### src/rtl/uart_pkg.sv
// -----------------------------------------------------------------------------
// uart_pkg
// Shared definitions for the UART baud/oversample timing generator:
//   - default widths of the integer divider, fractional divider and
//     oversample-count fields
//   - mid_idx(): mid-bit oversample index M = (N+1)>>1, where N is the
//     oversample ratio minus one
// Optional feature macro used by the importing files: UART_BAUDGEN_FRAC_EN
// -----------------------------------------------------------------------------
package uart_pkg;

   localparam int UART_DIV_BITS  = 16;
   localparam int UART_FRAC_BITS = 4;
   localparam int UART_OVS_BITS  = 4;

   // Tick index (1-based) that lands in the middle of a bit.
   function automatic int unsigned mid_idx(input int unsigned ovs);
      return (ovs + 1) >> 1;
   endfunction

endpackage

### src/rtl/uart_baud_prescaler.sv
// -----------------------------------------------------------------------------
// uart_baud_prescaler
// One oversample timing channel: clock prescaler, optional fractional
// accumulator with stretch flag, and the 1-based tick index within a bit.
// Optional feature macro: UART_BAUDGEN_FRAC_EN (fractional accumulator and
// stretch logic; when undefined every period is exactly div_i+1 clocks).
//
// Ports
//   i_clk   clock
//   i_rst   asynchronous active-high reset
//   en_i    enable; low holds all state at 0
//   clr_i   synchronous restart of this channel (suppresses that edge's tick)
//   div_i   integer divider D (period D+1 clocks)
//   frac_i  fractional divider F
//   ovs_i   oversample ratio minus one (N)
//   tc_o    terminal count: a tick is emitted on the coming edge
//   k_o     1-based index of that tick within the bit (1..N+1)
// -----------------------------------------------------------------------------
module uart_baud_prescaler
   import uart_pkg::*;
#(
   parameter int DIV_BITS  = UART_DIV_BITS,
   parameter int FRAC_BITS = UART_FRAC_BITS,
   parameter int OVS_BITS  = UART_OVS_BITS
) (
   input  logic                 i_clk,
   input  logic                 i_rst,
   input  logic                 en_i,
   input  logic                 clr_i,
   input  logic [DIV_BITS-1:0]  div_i,
   input  logic [FRAC_BITS-1:0] frac_i,
   input  logic [OVS_BITS-1:0]  ovs_i,
   output logic                 tc_o,
   output logic [OVS_BITS:0]    k_o
);

   // One extra bit so a stretched period (D+1) fits even at D = max.
   logic [DIV_BITS:0]   cnt_q, cnt_d;
   logic [OVS_BITS-1:0] idx_q, idx_d;
   logic [DIV_BITS:0]   deff;
   logic                stretch;
   logic                hit;

   assign deff = {1'b0, div_i} + (DIV_BITS+1)'(stretch);
   assign hit  = (cnt_q == deff);
   assign tc_o = en_i & ~clr_i & hit;
   assign k_o  = {1'b0, idx_q} + (OVS_BITS+1)'(1);

   always_comb begin
      cnt_d = cnt_q + (DIV_BITS+1)'(1);
      idx_d = idx_q;
      if (!en_i || clr_i) begin
         cnt_d = '0;
         idx_d = '0;
      end else if (hit) begin
         cnt_d = '0;
         idx_d = (idx_q == ovs_i) ? '0 : idx_q + OVS_BITS'(1);
      end
   end

   always_ff @(posedge i_clk or posedge i_rst) begin
      if (i_rst) begin
         cnt_q <= '0;
         idx_q <= '0;
      end else begin
         cnt_q <= cnt_d;
         idx_q <= idx_d;
      end
   end

`ifdef UART_BAUDGEN_FRAC_EN
   logic [FRAC_BITS-1:0] acc_q, acc_d;
   logic                 str_q, str_d;

   // Carry out of acc+F stretches only the period that follows this tick.
   always_comb begin
      acc_d = acc_q;
      str_d = str_q;
      if (!en_i || clr_i) begin
         acc_d = '0;
         str_d = 1'b0;
      end else if (hit) begin
         {str_d, acc_d} = {1'b0, acc_q} + {1'b0, frac_i};
      end
   end

   always_ff @(posedge i_clk or posedge i_rst) begin
      if (i_rst) begin
         acc_q <= '0;
         str_q <= 1'b0;
      end else begin
         acc_q <= acc_d;
         str_q <= str_d;
      end
   end

   assign stretch = str_q;
`else
   logic unused_frac;

   assign unused_frac = ^frac_i;
   assign stretch     = 1'b0;
`endif

endmodule

### src/rtl/uart_baudgen.sv
// -----------------------------------------------------------------------------
// uart_baudgen
// UART baud/oversample timing generator with independent TX and RX channels.
// Divider configuration is shadowed while disabled and frozen while enabled.
// Optional feature macro: UART_BAUDGEN_FRAC_EN (fractional divider).
//
// Ports
//   i_clk       clock
//   i_rst       asynchronous active-high reset
//   i_en        generator enable; low clears all counters
//   i_div_int   integer divider D (tick period D+1 clocks)
//   i_div_frac  fractional divider F (ignored without the fractional build)
//   i_ovs       oversample ratio minus one (N), legal N >= 3
//   i_rxsync    restart RX bit timing on a start-bit edge
//   o_txtick    TX oversample tick
//   o_txpulse   TX bit boundary (tick index N+1)
//   o_rxtick    RX oversample tick
//   o_rxpulse   RX mid-bit strobe (tick index M)
//   o_rxwin     RX vote window (tick indices M-1, M, M+1)
// -----------------------------------------------------------------------------
module uart_baudgen
   import uart_pkg::*;
#(
   parameter int DIV_BITS  = UART_DIV_BITS,
   parameter int FRAC_BITS = UART_FRAC_BITS,
   parameter int OVS_BITS  = UART_OVS_BITS
) (
   input  logic                 i_clk,
   input  logic                 i_rst,
   input  logic                 i_en,
   input  logic [DIV_BITS-1:0]  i_div_int,
   input  logic [FRAC_BITS-1:0] i_div_frac,
   input  logic [OVS_BITS-1:0]  i_ovs,
   input  logic                 i_rxsync,
   output logic                 o_txtick,
   output logic                 o_txpulse,
   output logic                 o_rxtick,
   output logic                 o_rxpulse,
   output logic                 o_rxwin
);

   logic [DIV_BITS-1:0]  div_q, div_d;
   logic [FRAC_BITS-1:0] frac_q, frac_d;
   logic [OVS_BITS-1:0]  ovs_q, ovs_d;

   logic                 tx_tc, rx_tc;
   logic [OVS_BITS:0]    tx_k, rx_k;
   logic [OVS_BITS:0]    n_plus1, mid;

   logic txtick_q, txtick_d, txpulse_q, txpulse_d;
   logic rxtick_q, rxtick_d, rxpulse_q, rxpulse_d;
   logic rxwin_q, rxwin_d;

   // Shadow config is left unreset: it is reloaded on every disabled edge,
   // so the first enable after reset always sees the live configuration.
   always_comb begin
      div_d  = div_q;
      frac_d = frac_q;
      ovs_d  = ovs_q;
      if (!i_en) begin
         div_d  = i_div_int;
         frac_d = i_div_frac;
         ovs_d  = i_ovs;
      end
   end

   always_ff @(posedge i_clk) begin
      div_q  <= div_d;
      frac_q <= frac_d;
      ovs_q  <= ovs_d;
   end

   uart_baud_prescaler #(
      .DIV_BITS  (DIV_BITS),
      .FRAC_BITS (FRAC_BITS),
      .OVS_BITS  (OVS_BITS)
   ) u_tx (
      .i_clk  (i_clk),
      .i_rst  (i_rst),
      .en_i   (i_en),
      .clr_i  (1'b0),
      .div_i  (div_q),
      .frac_i (frac_q),
      .ovs_i  (ovs_q),
      .tc_o   (tx_tc),
      .k_o    (tx_k)
   );

   uart_baud_prescaler #(
      .DIV_BITS  (DIV_BITS),
      .FRAC_BITS (FRAC_BITS),
      .OVS_BITS  (OVS_BITS)
   ) u_rx (
      .i_clk  (i_clk),
      .i_rst  (i_rst),
      .en_i   (i_en),
      .clr_i  (i_rxsync),
      .div_i  (div_q),
      .frac_i (frac_q),
      .ovs_i  (ovs_q),
      .tc_o   (rx_tc),
      .k_o    (rx_k)
   );

   assign n_plus1 = {1'b0, ovs_q} + (OVS_BITS+1)'(1);
   assign mid     = (OVS_BITS+1)'(mid_idx(32'(ovs_q)));

   always_comb begin
      txtick_d  = tx_tc;
      txpulse_d = tx_tc && (tx_k == n_plus1);
      rxtick_d  = rx_tc;
      rxpulse_d = rx_tc && (rx_k == mid);
      rxwin_d   = rx_tc && ((rx_k == mid - (OVS_BITS+1)'(1)) ||
                            (rx_k == mid) ||
                            (rx_k == mid + (OVS_BITS+1)'(1)));
   end

   always_ff @(posedge i_clk or posedge i_rst) begin
      if (i_rst) begin
         txtick_q  <= 1'b0;
         txpulse_q <= 1'b0;
         rxtick_q  <= 1'b0;
         rxpulse_q <= 1'b0;
         rxwin_q   <= 1'b0;
      end else begin
         txtick_q  <= txtick_d;
         txpulse_q <= txpulse_d;
         rxtick_q  <= rxtick_d;
         rxpulse_q <= rxpulse_d;
         rxwin_q   <= rxwin_d;
      end
   end

   assign o_txtick  = txtick_q;
   assign o_txpulse = txpulse_q;
   assign o_rxtick  = rxtick_q;
   assign o_rxpulse = rxpulse_q;
   assign o_rxwin   = rxwin_q;

endmodule

### config.mk
export PLATFORM = sky130hd
export DESIGN_NAME = uart_baudgen
export DESIGN_NICKNAME = d
export VERILOG_FILES = /design/src/rtl/uart_pkg.sv /design/src/rtl/uart_baud_prescaler.sv /design/src/rtl/uart_baudgen.sv
export SDC_FILE = /design/constraint.sdc
export NUM_CORES = 1
export LEC_CHECK = 0
export CORE_MARGIN = 2
export CORE_UTILIZATION = 45
export CTS_CLUSTER_SIZE = 24
export DETAILED_ROUTE_END_ITERATION = 10
export PLACE_DENSITY = 0.65
export SLEW_MARGIN = 15
export SYNTH_ARGS = -nofsm -noshare
export SYNTH_HDL_FRONTEND = slang
export SYNTH_SLANG_ARGS = --single-unit
### constraint.sdc
create_clock -name i_clk -period 2.55 [get_ports i_clk]
set_input_delay 0.255 -clock i_clk [delete_from_list [all_inputs] [get_ports i_clk]]
set_output_delay 0.255 -clock i_clk [all_outputs]
set_load 0.01 [all_outputs]
==> qor.yml <==
use_met1_pct: 24.1
syn_inst: 344
start_util_pct: 46.3
dp_hpwl_um: 5080
wl_um: 7080
clock_latency_ps: 350
r2r_slack_ps: 260
busiest_layer: "met2"
final_antenna_net_count: 0
cp.depth: 6
setup_violations: 0
async_flop_share_pct: 70.1
worstSetupEndpointType: "flop"
gp_congestion: 0.795
grt_remaining_overflow: 0
syn_area_per_cell_um2: 10.4
critPathKind: "flop to flop"
period_needed_ps: 2290
n_antenna_cell: 0
cts_inserted_buffers: 9
ctsHoldBuffers: 0
run_status: "finished clean"
rows: 32
ys_ff_latch: 67
tns_ps: 0
r2r_cells: 6
synth-edff-count: 20
drv_slew: 0
met3_usage_pct: 4.27
clkTransAtPathRegs_ps: 80
cts_buffer_depth: 2
netlist_area_um2: 3580
cts-root-buf: "clkbuf_8"
p_per_area_nw_per_um2: 543
finalHoldViolCount: 0
drive_gt1_share_pct: 7.01
r2r_end: "u_tx.idx_q[2]"
coreArea_um2: 7730
worstPathCellList: "xor2_1 > nor4_1 > nand3_1 > or4_1 > or4b_1 > a31oi_1"
antenna_found_initial: 0
die_area_um2: 8680
final_cell_count_no_fill: 487
synth-main-ff-cell: "dfrtp_1"
cp_top_family: "simple AND/OR/NAND/NOR gates"
synth_top_cell_area_share_pct: 32.9
place_inst: 471
syn_to_final_growth_pct: 16.6
synth_area_leader_cell: "dfrtp_1"
grt_use_met2_pct: 28.9
wl_per_cell_um: 14.5
crit_path_start: "div_q[10]"
die_y_um: 93.1
critPathBufInv: 0
num_io_pins: 33
vias: 2515
rsz0062_at_grt: "false"
slowest_stage: "or4b_1"
min_path_type: "input pin to async pin"
finalCritPeriodShare_pct: 89.9
critical_path_peak_fanout: 4
worstSetupStartpointType: "flop"
whs_ps: 379
timing.fmax_mhz: 436
relSlewSlack_pct: 59.9
fill_cells: 673
vias_per_cell: 5.16
grt_use_total_pct: 18.4
r2r_start: "div_q[10]"
postCtsResizedCells: 0
dr.pass1.iters: 5
tightest_slew_ps: 601
grt_pass1_wl_um: 12300
p_total_mw: 2.27
ys_warn_count: 0
htree_levels: 3
grt_pass1_vias: 2547
syn_nets: 379
cts_tree: "done"
slowest_delay_ps: 530
worst_clock_skew_ps: 12.7
synthTopCellsByArea: "dfrtp_1 (33%), edfxtp_1 (17%), xnor2_1 (12%), xor2_1 (9.3%), nor2_1 (4.8%)"
cap_viol_max_count: 0
drt_iter0_drc: 126
cp-endpoint: "u_tx.idx_q[2]"
port_buffers: 28
clkSinkCount: 67
synth.distinct_cells: 38
route.detailed.drc: 0
vdd_drop_max_mv: 0.312
layout_setup_ws_ps: 256
grt_max_degree: 48
ys_seq_area_share_pct: 49.7
nets: 415
power_leakage_nw: 1.67
required_ps: 2810
die_w_um: 93.1
cts_setup_buffers: 0
cp.arrival_ps: 2550
place_ws_ps: 288
==> placed cells by master, fill, tap and decap left out, types with 7 or more instances in the layout <==
cell             instances
and3_1                  14
nand4_1                  7
dfrtp_1                 47
edfxtp_1                20
clkbuf_8                 9
nor2_1                  46
ha_1                     7
clkdlybuf4s50_1         28
nand2_1                 19
xor2_1                  38
inv_1                    9
nand3_1                 26
buf_4                    8
xnor2_1                 48
==> cell usage after synthesis (5+ instances only) <==
master / n
xnor2_1: 48
dfrtp_1: 47
nor2_1: 46
xor2_1: 38
nand3_1: 26
edfxtp_1: 20
nand2_1: 19
and3_1: 14
inv_1: 10
ha_1: 7
nand4_1: 7
a21oi_1: 5
buf_2: 5
clkbuf_1: 5
nand2b_1: 5
nor3_1: 5
nor4_1: 5
==> sequential cells by signal (all words and copies together), names as in the netlist <==
name,flops
u_rx.cnt_q,17
u_tx.cnt_q,17
div_q,16
ovs_q,4
u_rx.idx_q,4
u_tx.idx_q,4
o_rxpulse,1
o_rxtick,1
o_rxwin,1
o_txpulse,1
o_txtick,1
==> per-stage QoR <==
step                instance area [um2]  utilization, %
finish                             4170            54.0
floorplan                          3580               -
global route                       4170            54.0
global placement                   3990            51.7
detailed placement                 3990            51.7
CTS                                4170            54.0
==> worst min-delay path, cell delays in order <==
cell and delay [ps]:
clkdlybuf4s50_1 410, inv_2 50, buf_4 480
==> how the worst min path moves through the flow <==
stage | from | endpoint | slack, ps | depth (start not counted)
floorplan | i_div_int[0] | div_q[0] | 350 | 0
global placement | u_rx.cnt_q[16] | u_rx.cnt_q[16] | 520 | 2
detailed placement | u_rx.cnt_q[16] | u_rx.cnt_q[16] | 530 | 2
CTS | i_rst | u_tx.cnt_q[8] | 390 | 3
global route | i_div_int[7] | div_q[7] | 430 | 1
finish | i_rst | u_tx.idx_q[1] | 380 | 3
==> routing by layer <==
metal,vias to the layer above,share of wire [%]
met3,13,4.2
met5,-,0
met4,0,2.6
met1,1192,47
li1,1253,-
met2,57,46
==> kinds of logic after synthesis <==
family / Yosys count / share of synthesized area, %
adder cells (fa/ha/maj): 7 / 2.45
XOR/XNOR: 87 / 21.5
flip-flops: 67 / 49.7
AND/OR/NAND/NOR: 139 / 19.1
buffers and inverters: 21 / 2.48
multiplexers: 2 / 0.560
AO/OA/AOI/OAI: 21 / 4.16
==> report_power, final <==
group / internal, mW / switching, mW / leakage (nW) / total (mW)
clock network: 0.362 / 0.435 / 0.0835 / 0.798
logic: 0.142 / 0.132 / 0.742 / 0.275
registers: 1.15 / 0.0481 / 0.848 / 1.19
total: 1.65 / 0.616 / 1.67 / 2.27
==> area by class of cell <==
cell class	instances	area [um2]	area share, %
clock buffer	10	128	3.06
clock inverter	6	50.0	1.20
inverter	10	37.5	0.900
multi-input combinational	256	1710	41.0
sequential	67	1780	42.6
tap	102	128	3.06
timing repair buffer	36	340	8.16
Power figures use the tool's default switching activity.
